--- config.mk ---
export PLATFORM = sky130hd
export DESIGN_NAME = uart_digest_tx_ctrl
export DESIGN_NICKNAME = d
export VERILOG_FILES = /design/src/rtl/uart_digest_tx_ctrl_pkg.sv /design/src/rtl/uart_digest_tx_ctrl.sv
export SDC_FILE = /design/constraint.sdc
export NUM_CORES = 1
export LEC_CHECK = 0
export CAP_MARGIN = 40
export CORE_MARGIN = 5
export CORE_UTILIZATION = 50
export DETAILED_ROUTE_END_ITERATION = 10
export PLACE_DENSITY = 0.76
export SETUP_SLACK_MARGIN = 0.3
export SYNTH_ARGS = -nofsm -noshare
export SYNTH_HDL_FRONTEND = slang
export SYNTH_SLANG_ARGS = --single-unit
--- constraint.sdc ---
create_clock -name CLK -period 2.35 [get_ports CLK]
set_clock_uncertainty 0.2 [all_clocks]
set_input_delay 0.47 -clock CLK [delete_from_list [all_inputs] [get_ports CLK]]
set_output_delay 0.47 -clock CLK [all_outputs]
set_load 0.01 [all_outputs]
--- src/rtl/uart_digest_tx_ctrl_pkg.sv ---
// Shared constants for the digest-to-UART byte streamer: line terminator bytes
// and the default message length.
package uart_pkg;

  localparam int DEFAULT_NUM_BYTES = 32;

  localparam logic [7:0] ASCII_CR = 8'h0D;
  localparam logic [7:0] ASCII_LF = 8'h0A;

endpackage

--- src/rtl/uart_digest_tx_ctrl.sv ---
// Streams a latched digest word to a UART transmitter one byte at a time, MSB byte first.
// Optional macro UART_TX_CRLF_EN appends a CR/LF terminator after the last data byte.
module uart_digest_tx_ctrl
  import uart_pkg::*;
#(
  parameter int NUM_BYTES = DEFAULT_NUM_BYTES,
  parameter int DATA_W    = 8 * NUM_BYTES
) (
  input  logic              CLK,
  input  logic              RST,
  input  logic              Start_in,
  input  logic [DATA_W-1:0] Digest_in,
  output logic              Busy_out,
  output logic              Done_out,
  output logic              Tx_DV_out,
  output logic [7:0]        Tx_Byte_out,
  input  logic              Tx_Active_in,
  input  logic              Tx_Done_in
);

  localparam int CNT_W = $clog2(NUM_BYTES + 1);

  localparam logic [2:0] S_IDLE      = 3'd0;
  localparam logic [2:0] S_ISSUE     = 3'd1;
  localparam logic [2:0] S_WAIT_DONE = 3'd2;
  localparam logic [2:0] S_NEXT      = 3'd3;
  localparam logic [2:0] S_FINISH    = 3'd4;

  localparam logic [CNT_W-1:0] LAST_IDX = CNT_W'(NUM_BYTES - 1);

  logic [2:0]        state;
  logic [DATA_W-1:0] shift_reg;
  logic [CNT_W-1:0]  byte_cnt;
  logic              done_q;
  logic              done_rise;
  logic              tx_ready;
  logic              last_data;

  assign done_rise = Tx_Done_in & ~done_q;
  assign tx_ready  = ~Tx_Active_in & ~Tx_Done_in;
  assign last_data = (byte_cnt == LAST_IDX);

`ifdef UART_TX_CRLF_EN
  // tail: 0 = data bytes, 1 = CR pending/in flight, 2 = LF pending/in flight
  logic [1:0] tail;

  function automatic logic [7:0] sel_byte(input logic [1:0] t, input logic [7:0] data_byte);
    case (t)
      2'd1:    sel_byte = ASCII_CR;
      2'd2:    sel_byte = ASCII_LF;
      default: sel_byte = data_byte;
    endcase
  endfunction

  assign Tx_Byte_out = sel_byte(tail, shift_reg[DATA_W-1 -: 8]);
`else
  assign Tx_Byte_out = shift_reg[DATA_W-1 -: 8];
`endif

  assign Busy_out  = (state == S_ISSUE) || (state == S_WAIT_DONE) || (state == S_NEXT);
  assign Done_out  = (state == S_FINISH);
  assign Tx_DV_out = (state == S_ISSUE) && tx_ready;

  always_ff @(posedge CLK) begin
    if (RST) done_q <= 1'b0;
    else     done_q <= Tx_Done_in;
  end

  always_ff @(posedge CLK) begin
    if (RST) begin
      state     <= S_IDLE;
      shift_reg <= '0;
      byte_cnt  <= '0;
`ifdef UART_TX_CRLF_EN
      tail      <= 2'd0;
`endif
    end else begin
      case (state)
        S_IDLE: begin
          if (Start_in) begin
            shift_reg <= Digest_in;
            byte_cnt  <= '0;
`ifdef UART_TX_CRLF_EN
            tail      <= 2'd0;
`endif
            state     <= S_ISSUE;
          end
        end
        S_ISSUE: begin
          if (tx_ready) state <= S_WAIT_DONE;
        end
        S_WAIT_DONE: begin
          if (done_rise) state <= S_NEXT;
        end
        S_NEXT: begin
`ifdef UART_TX_CRLF_EN
          case (tail)
            2'd0: begin
              shift_reg <= shift_reg << 8;
              byte_cnt  <= byte_cnt + 1'b1;
              if (last_data) tail <= 2'd1;
              state     <= S_ISSUE;
            end
            2'd1: begin
              tail  <= 2'd2;
              state <= S_ISSUE;
            end
            default: state <= S_FINISH;
          endcase
`else
          shift_reg <= shift_reg << 8;
          byte_cnt  <= byte_cnt + 1'b1;
          state     <= last_data ? S_FINISH : S_ISSUE;
`endif
        end
        S_FINISH: state <= S_IDLE;
        default:  state <= S_IDLE;
      endcase
    end
  end

endmodule

==> impl_metrics.csv, run 1 <==
group,metric,value,unit
synthesis,synth-simple-area-share,29.3,%
final_layout,drive_gt1_share,20.4,%
synthesis,syn_avg_cell_area,9.42,um^2
flow_run,maxCapViolations,0,
global_routing,grt_pass1_vias,9549,
routing,drt_pass1_iterations,5,
synthesis,synthAdderAreaFrac,0.110,%
critical_path,worstPathArrival,2.24,ns
critical_path,crit_family,"buffers and inverters",
die,core,0.0225,mm^2
routing,wl_met3,2410,um
critical_path,worstSetupEndpointType,"flop",
sta,max-slew-margin-rel,65.4,%
global_routing,grt_first_pass_wirelength,48800,um
critical_path,path_class,"primary input to flop",
synthesis,synth-seq-area-share,46.8,%
critical_path,ff2ff_path_depth,4,
critical_path,path_buf_inv,2,
sta,finalMaxSlewViolations,0,
pwr,cellLeakagePower,0.00566,uW
sta,fmax,493,MHz
critical_path,critPathSlowestCell,"or4b_4",
synthesis,synth_area,0.0114,mm^2
synthesis,yosys.area.top_type,"dfxtp_1",
sta,min_period,2.03,ns
final_layout,multiInputGateArea,0.00521,mm^2
synthesis,synth_top_family_by_area,"simple AND/OR/NAND/NOR gates",
clock_tree,cts_sinks,266,
synthesis,synthMuxAreaShare,0,%
synthesis,synth_cell_type_count,37,
routing,viasPerCell,5.59,
pwr,power,11700,uW
placed_design,post-dp-hpwl,20500,um
routing,route.met2.wl,14700,um
sta,worstMarginPinSlew,0.519,ns
clock_tree,htree_levels,1,
synthesis,synth-compound-area-share,15.9,%
die,rows,55,
final_layout,finalNetCount,1687,
die,die_y,161,um
synthesis,netlist_instances,1208,
clock_tree,cts-root-buf,"clkbuf_16",
sta,min_period_over_period,86.4,%
critical_path,crit_fanout,75,
synthesis,ys_ff_latch,266,
sta,hold_viol,0,
routing,antenna_left,0,
global_routing,antenna_found_initial,3,
placed_design,port_buffers,271,
routing,routed_wl,30600,um
routing,highest_layer,"met5",
global_routing,grt_max_degree,76,
final_layout,syn2layout_area_growth,32.0,%
critical_path,path_depth,5,
hold_path,hold_class,"primary input to flop",
die,io_pins,272,
final_layout,finish.utilization,66.7,%
final_layout,fillers,1818,
final_layout,seq_area,0.00533,mm^2
routing,post_drt_wl_per_cell,17.7,um
clock_tree,worstSkewPairLatency,0.53,ns
synthesis,postSynthNetCount,1470,
global_routing,overflow,0,
clock_tree,cts_tree,"yes",
final_layout,largest_reg_flops,256,
global_routing,track_usage,22.3,%
routing,wl_met1,12900,um
synthesis,synth_area_leaders,"dfxtp_1, nor3_2, o22ai_1",
routing,drt_iter0_markers,624,
sta,setup_viol,0,
routing,drc,0,
clock_tree,path_clk_slew,0.06,ns
critical_path,required,2.56,ns
critical_path,start_kind,"primary input",
synthesis,synth.top_cell.area_share,46.8,%
critical_path,slowest_delay,0.62,ns
synthesis,synth_warnings,0,
routing,routed-via-count,9668,
clock_tree,clock_tree.buffer_depth,3,
die,initial_core_util,50.6,%
die,die_area,0.0259,mm^2
placed_design,place_congestion,0.781,
hold_path,holdPathStages,4,
status,status,"completed",
clock_tree,cts_buffers,29,
critical_path,crit_chain,"clkdlybuf4s50_1 > or4b_4 > buf_12 > o22ai_1 > nor3_2",
pwr,peakVddDrop,0.553,mV
synthesis,synthXorXnorAreaFrac,0.0770,%
pwr,power_density,779,mW/mm^2
die,die_x,161,um
sta,rsz0062_at_grt,"yes",
clock_tree,cts_hold_buffers,0,
[tightest hold or removal path, cell delays in order]
cell and delay, ns:
dlymetal6s2s_1 0.11, nor2_2 0.07, nand2_2 0.08, a2111oi_0 0.08
[what timing repair did]
item,4_1_cts,5_1_grt
endpoints found under the setup margin,11,7
gates cloned,0,1
buffers inserted,1,1
resized for setup,34,5
pin swaps,0,7
[metrics by stage]
stage               hold WS, ns  instances  setup WS, ns  instance area (um^2)  setup TNS (ns)
floorplan                 0.232       1208         0.422                 11400               0
global placement          0.242       1676        -0.316                 14100          -24.10
detailed placement        0.248       1676        -0.299                 14100          -28.29
CTS                       0.168       1726         0.236                 15000               0
global route              0.152       1728         0.286                 15000               0
finish                    0.131       1729         0.321                 15000               0
[final cells by class]
cell class / count / share of cell area, %
Multi-Input combinational cell: 817 / 34.7
Timing Repair Buffer: 310 / 21.8
Inverter: 1 / 0.0250
Tap cell: 285 / 2.38
Antenna cell: 1 / 0.0167
Clock buffer: 44 / 5.41
Sequential cell: 266 / 35.5
Clock inverter: 5 / 0.167
[path summary, 6_finish.rpt]
kind / startpoint / to / slack, ns
worst min register to register: state[2]$_SDFFE_PP0P_ / state[1]$_SDFFE_PP0P_ / 0.26
worst min-delay path: Tx_Active_in / state[1]$_SDFFE_PP0P_ / 0.13
worst max-delay path: Start_in / shift_reg[95]$_SDFFE_PP0P_ / 0.32
worst max register to register: state[0]$_SDFFE_PP0P_ / shift_reg[95]$_SDFFE_PP0P_ / 0.34
[kinds of logic (layout without fill, tap and decap cells)]
| kind of cell | Yosys count | count (layout) |
|---|---|---|
| AOI/OAI and AO/OA | 289 | 289 |
| adders and majority gates | 1 | 1 |
| xor gates and xnor gates | 1 | 1 |
| DFF | 266 | 266 |
| buffers and inverters | 126 | 360 |
| other | 0 | 1 |
| and+or+nand+nor | 525 | 526 |
[Yosys cell counts (all sizes together)]
master   instances
a2111oi          1
a211oi           3
a21oi           30
a22oi           20
a311oi           1
and2             1
and3b            1
buf             75
clkbuf          50
dfxtp          266
ha               1
inv              1
nand2           35
nand2b           3
nand3            2
nand3b           1
nand4b           1
nor2           245
nor2b            1
nor3           230
nor4             1
nor4b            1
o211ai           1
o21ai            1
o22ai          230
o311a            1
o31ai            1
or2              1
or3              1
or4b             1
xnor2            1
[report_power, final]
part | internal (uW) | switching [uW] | leakage [uW]
Clock | 2350 | 1720 | 0.000413
Sequential | 5030 | 297 | 0.00220
Combinational | 1140 | 1170 | 0.00305
[layer usage]
layer	global-route usage, %	vias to the layer above
li1	-	4805
met1	28.6	4552
met2	37.8	265
met3	6.59	40
met4	4.30	6
met5	0	-
[cell usage in the layout (no fill, tap or decap), types with 5 or more instances in the layout]
cell / n
dfxtp_1: 263
clkinv_2: 5
clkbuf_1: 12
nor3_2: 200
a21oi_1: 30
nand2_1: 33
dlygate4sd2_1: 8
o22ai_1: 230
buf_4: 17
buf_12: 21
clkbuf_16: 29
a22oi_1: 20
nor2_1: 241
clkdlybuf4s50_1: 257
nor3_1: 30
(Power assumes the default switching activity.)
==> run 2, diff against run 1 <==
--- a/config.mk
+++ b/config.mk
@@ -10,7 +10,6 @@
 export CORE_UTILIZATION = 50
 export DETAILED_ROUTE_END_ITERATION = 10
 export PLACE_DENSITY = 0.76
-export SETUP_SLACK_MARGIN = 0.3
 export SYNTH_ARGS = -nofsm -noshare
 export SYNTH_HDL_FRONTEND = slang
 export SYNTH_SLANG_ARGS = --single-unit
==> run 2 against run 1 <==
Design area shrank 0.40%; non-clock buffer count is 2 lower; via count is 0.78% lower; combinational power barely moved; clock power about the same; maximum frequency is 9.4% lower; die area unchanged.
==> impl_metrics.csv, run 2 (same netlist as run 1, synthesis figures left out) <==
group,metric,value,unit
routing,drt_iter0_markers,574,
critical_path,path_buf_inv,2,
critical_path,rr_endpoint,"shift_reg[95]$_SDFFE_PP0P_",
routing,antenna_left,0,
critical_path,crit_family,"buffers and inverters",
die,io_pins,272,
placed_design,place_ws,-0.299,ns
die,die_y,161,um
placed_design,place_congestion,0.781,
pwr,cellLeakagePower,0.00560,uW
final_layout,largest_reg_flops,256,
sta,rsz0062_at_grt,"no",
clock_tree,cts_buffers,29,
clock_tree,htree_levels,1,
die,die_area,0.0259,mm^2
sta,min_period_over_period,95.3,%
sta,finalMaxSlewViolations,0,
critical_path,rrSetupSlack,0.36,ns
sta,setup_ws,0.110,ns
critical_path,path_class,"flop to output port",
critical_path,required,1.68,ns
flow_run,maxCapViolations,0,
clock_tree,cts_hold_buffers,0,
critical_path,ff2ff_path_depth,4,
die,die_x,161,um
clock_tree,worstSkewPairLatency,0.52,ns
critical_path,slowest_delay,0.38,ns
die,rows,55,
hold_path,holdPathStages,2,
global_routing,antenna_found_initial,3,
clock_tree,clock_tree.buffer_depth,3,
routing,drc,0,
clock_tree,cts_tree,"yes",
critical_path,worstSetupEndpointType,"output port",
hold_path,hold_class,"primary input to flop",
hold_path,hold_path_end,"byte_cnt[1]$_SDFFE_PP0P_",
critical_path,crit_fanout,6,
final_layout,mostFrequentLayoutCells,"clkdlybuf4s50_1, dfxtp_1, nor2_1",
hold_path,hold_start,"RST",
final_layout,drive_gt1_share,19.7,%
critical_path,critPathSlowestCell,"dfxtp_1",
sta,max-slew-margin-rel,65.5,%
critical_path,worstPathArrival,1.57,ns
global_routing,grt_first_pass_wirelength,48700,um
sta,fmax,446,MHz
placed_design,post-dp-hpwl,20500,um
pwr,peakVddDrop,0.551,mV
routing,routed_wl,30400,um
sta,setup_viol,0,
sta,min_period,2.24,ns
routing,post_drt_wl_per_cell,17.6,um
routing,viasPerCell,5.56,
critical_path,crit_chain,"buf_4 > nor2_2 > and2_1 > dlygate4sd2_1",
clock_tree,cts-root-buf,"clkbuf_16",
critical_path,crit-reg2reg-launch,"state[0]$_SDFFE_PP0P_",
final_layout,finalNetCount,1684,
routing,routed-via-count,9593,
global_routing,grt_pass1_vias,9528,
sta,hold_viol,0,
sta,worstMarginPinSlew,0.518,ns
global_routing,track_usage,22.3,%
final_layout,finish.utilization,66.5,%
status,status,"completed",
die,core,0.0225,mm^2
clock_tree,cts_sinks,266,
clock_tree,post-cts-setup-buffer-count,0,
placed_design,port_buffers,271,
clock_tree,path_clk_slew,0.06,ns
die,initial_core_util,50.6,%
critical_path,start_kind,"flop",
final_layout,layout_commonest_cell,"clkdlybuf4s50_1",
routing,drt_pass1_iterations,4,
global_routing,grt_max_degree,76,
global_routing,overflow,0,
final_layout,syn2layout_area_growth,31.4,%
pwr,power_density,782,mW/mm^2
-- run 2: worst max path at each step --
stage | start | to | slack (ns) | depth (start not counted)
after floorplan | state[1]$_SDFFE_PP0P_ | shift_reg[28]$_SDFFE_PP0P_ | 0.42 | 7
after global placement | Tx_Done_in | Tx_DV_out | -0.32 | 5
after detailed placement | Tx_Done_in | Tx_DV_out | -0.30 | 5
after CTS | state[2]$_SDFFE_PP0P_ | Tx_DV_out | 0.02 | 3
after global routing | state[1]$_SDFFE_PP0P_ | Done_out | 0.02 | 4
final | state[1]$_SDFFE_PP0P_ | Done_out | 0.11 | 4
-- run 2: per-layer routing --
metal	vias to the layer above	wire, um	track usage [%]
li1	4797	-	-
met1	4505	12900	28.5
met3	40	2280	6.59
met5	-	45	0
met4	6	543	4.34
met2	245	14700	37.7
-- run 2: worst register-to-register path: cells and delay by family (launching register included) --
kind	cells	cell delay, ns
compound gates	1	0.35
flops	1	0.39
simple gates	2	0.70
buf+inv	1	0.24
-- run 2: through the flow --
step           instances  total power [uW]  cell area, um^2  setup TNS (ns)  hold WS [ns]
6_report            1726             11700            15000               0         0.196
5_1_grt             1725             12300            15000               0         0.217
4_1_cts             1725             11800            15000               0         0.168
3_5_place_dp        1676              7720            14100          -28.29         0.248
3_3_place_gp        1676              7650            14100          -24.10         0.242
2_1_floorplan       1208              6970            11400               0         0.232
-- run 2: repair_timing --
action                                  4_1_cts  5_1_grt
endpoints found under the setup margin        3        2
resized for setup                             6        2
hold endpoints to repair                      0        0
pin swaps                                     0        0
-- run 2: final cells by class --
type                            count  area, um^2
Antenna cell                        1        2.50
Clock buffer                       44         812
Clock inverter                      5        25.0
Fill cell                        1837        7550
Inverter                            1        3.75
Multi-Input combinational cell    816        5180
Sequential cell                   266        5330
Tap cell                          285         357
Timing Repair Buffer              308        3250
-- run 2: power by group --
group / internal, uW / leakage, uW / switching, uW
clock: 2350 / 0.000413 / 1720
combinational: 1140 / 0.00299 / 1160
sequential: 5030 / 0.00220 / 296
==> run 3, diff against run 2 <==
--- a/config.mk
+++ b/config.mk
@@ -6,7 +6,7 @@
 export NUM_CORES = 1
 export LEC_CHECK = 0
 export CAP_MARGIN = 40
-export CORE_MARGIN = 5
+export CORE_MARGIN = 2
 export CORE_UTILIZATION = 50
 export DETAILED_ROUTE_END_ITERATION = 10
 export PLACE_DENSITY = 0.76
==> run 3 against run 2 <==
Critical path depth down 1; clock power increased by 8.8%; routed wire length decreased by 2.7%; setup slack got worse by 0.043 ns; critical path type unchanged.
==> impl_metrics.csv, run 3 (same netlist as run 1, synthesis figures left out) <==
group,metric,value,unit
clock_tree,cts-root-buf,"clkbuf_16",
critical_path,required,1.68,ns
clock_tree,path_clk_slew,0.06,ns
routing,routed_wl,29600,um
global_routing,grt_first_pass_wirelength,47000,um
sta,max-slew-margin-rel,68.2,%
die,rows,55,
critical_path,crit_fanout,4,
routing,viasPerCell,5.53,
global_routing,grt_pass1_vias,9296,
routing,post_drt_wl_per_cell,17.0,um
final_layout,mostFrequentLayoutCells,"clkdlybuf4s50_1, dfxtp_1, nor2_1",
clock_tree,htree_levels,1,
clock_tree,cts_sinks,266,
critical_path,worstSetupEndpointType,"output port",
sta,finalMaxSlewViolations,0,
routing,routed-via-count,9630,
sta,worstMarginPinSlew,0.477,ns
critical_path,start_kind,"flop",
die,core,0.0225,mm^2
placed_design,port_buffers,271,
clock_tree,worstSkewPairLatency,0.55,ns
global_routing,antenna_found_initial,6,
routing,antenna_left,0,
final_layout,finalNetCount,1690,
sta,setup_viol,0,
die,die_x,155,um
sta,holdWs,0.138,ns
critical_path,worstPathArrival,1.61,ns
clock_tree,cts_tree,"yes",
sta,hold_viol,0,
placed_design,post-dp-hpwl,19500,um
sta,min_period_over_period,97.1,%
pwr,cellLeakagePower,0.00568,uW
die,initial_core_util,50.6,%
global_routing,grt_max_degree,99,
pwr,peakVddDrop,0.617,mV
critical_path,critPathSlowestCell,"or2_2",
hold_path,hold_class,"primary input to flop",
critical_path,path_class,"flop to output port",
placed_design,place_congestion,0.853,
routing,drt_iter0_markers,605,
global_routing,overflow,0,
die,io_pins,272,
pwr,power,12100,uW
critical_path,slowest_delay,0.35,ns
sta,min_period,2.28,ns
die,die_y,155,um
routing,drt_pass1_iterations,4,
status,status,"completed",
routing,drc,0,
flow_run,maxCapViolations,0,
clock_tree,clock_tree.buffer_depth,3,
final_layout,syn2layout_area_growth,32.8,%
sta,tns,0,ns
final_layout,layout_commonest_cell,"clkdlybuf4s50_1",
sta,fmax,438,MHz
pwr,power_density,798,mW/mm^2
final_layout,drive_gt1_share,20.4,%
die,die_area,0.0240,mm^2
final_layout,largest_reg_flops,256,
global_routing,track_usage,23.6,%
clock_tree,cts_buffers,29,
critical_path,crit_chain,"or2_2 > nor2_4 > clkdlybuf4s15_1",
sta,rsz0062_at_grt,"no",
==> run 3: stage by stage <==
stage	util, %	worst slack [ns]	std cells	cell area [um^2]
after floorplan	-	0.422	1208	11400
after CTS	67.1	0.00948	1735	15100
after global routing	67.1	0.00548	1737	15100
final	67.2	0.0670	1741	15100
after detailed placement	62.9	-0.331	1682	14200
after global placement	62.9	-0.327	1682	14200
==> run 3: worst paths after layout <==
check,startpoint,end,slack [ns],cells after the start
hold reg to reg,shift_reg[0]$_SDFFE_PP0P_,shift_reg[0]$_SDFFE_PP0P_,0.25,2
setup / recovery,state[2]$_SDFFE_PP0P_,Tx_DV_out,0.07,3
setup reg to reg,state[2]$_SDFFE_PP0P_,shift_reg[116]$_SDFFE_PP0P_,0.33,4
hold / removal,RST,shift_reg[7]$_SDFFE_PP0P_,0.14,2
==> run 3: timing repair <==
item                                    CTS  global route
hold buffers                              0             0
setup buffers                             0             0
endpoints found under the hold margin     0             0
pin swaps                                 0             0
endpoints found under the setup margin    3             1
gates resized for setup                   6             2
==> run 3: critical path: cells and delay by family (launching register included) <==
kind	cells	cell delay, ns
AND/OR/NAND/NOR	2	0.50
flip-flops	1	0.32
buffers and inverters	1	0.25
==> run 3: layer usage <==
layer  track usage [%]  vias to the layer above  part of all wire (%)
met5                 0                        -                     0
met4              6.35                        0                   2.5
met3              7.30                       44                   7.8
met2              39.8                      250                    47
met1              29.4                     4513                    43
li1                  -                     4823                     -
==> run 3: final cells by class <==
type | instances | area [um^2]
tap | 285 | 357
sequential | 266 | 5330
clock inverter | 12 | 120
multi-input combinational | 816 | 5180
clock buffer | 41 | 811
fill | 1818 | 7390
inverter | 1 | 3.75
timing repair buffer | 314 | 3300
antenna | 6 | 15.0
==> run 3: report_power, final <==
part | internal, uW | switching (uW) | total (uW)
logic | 1150 | 1170 | 2320
clock network | 2620 | 1810 | 4430
registers | 5030 | 289 | 5320
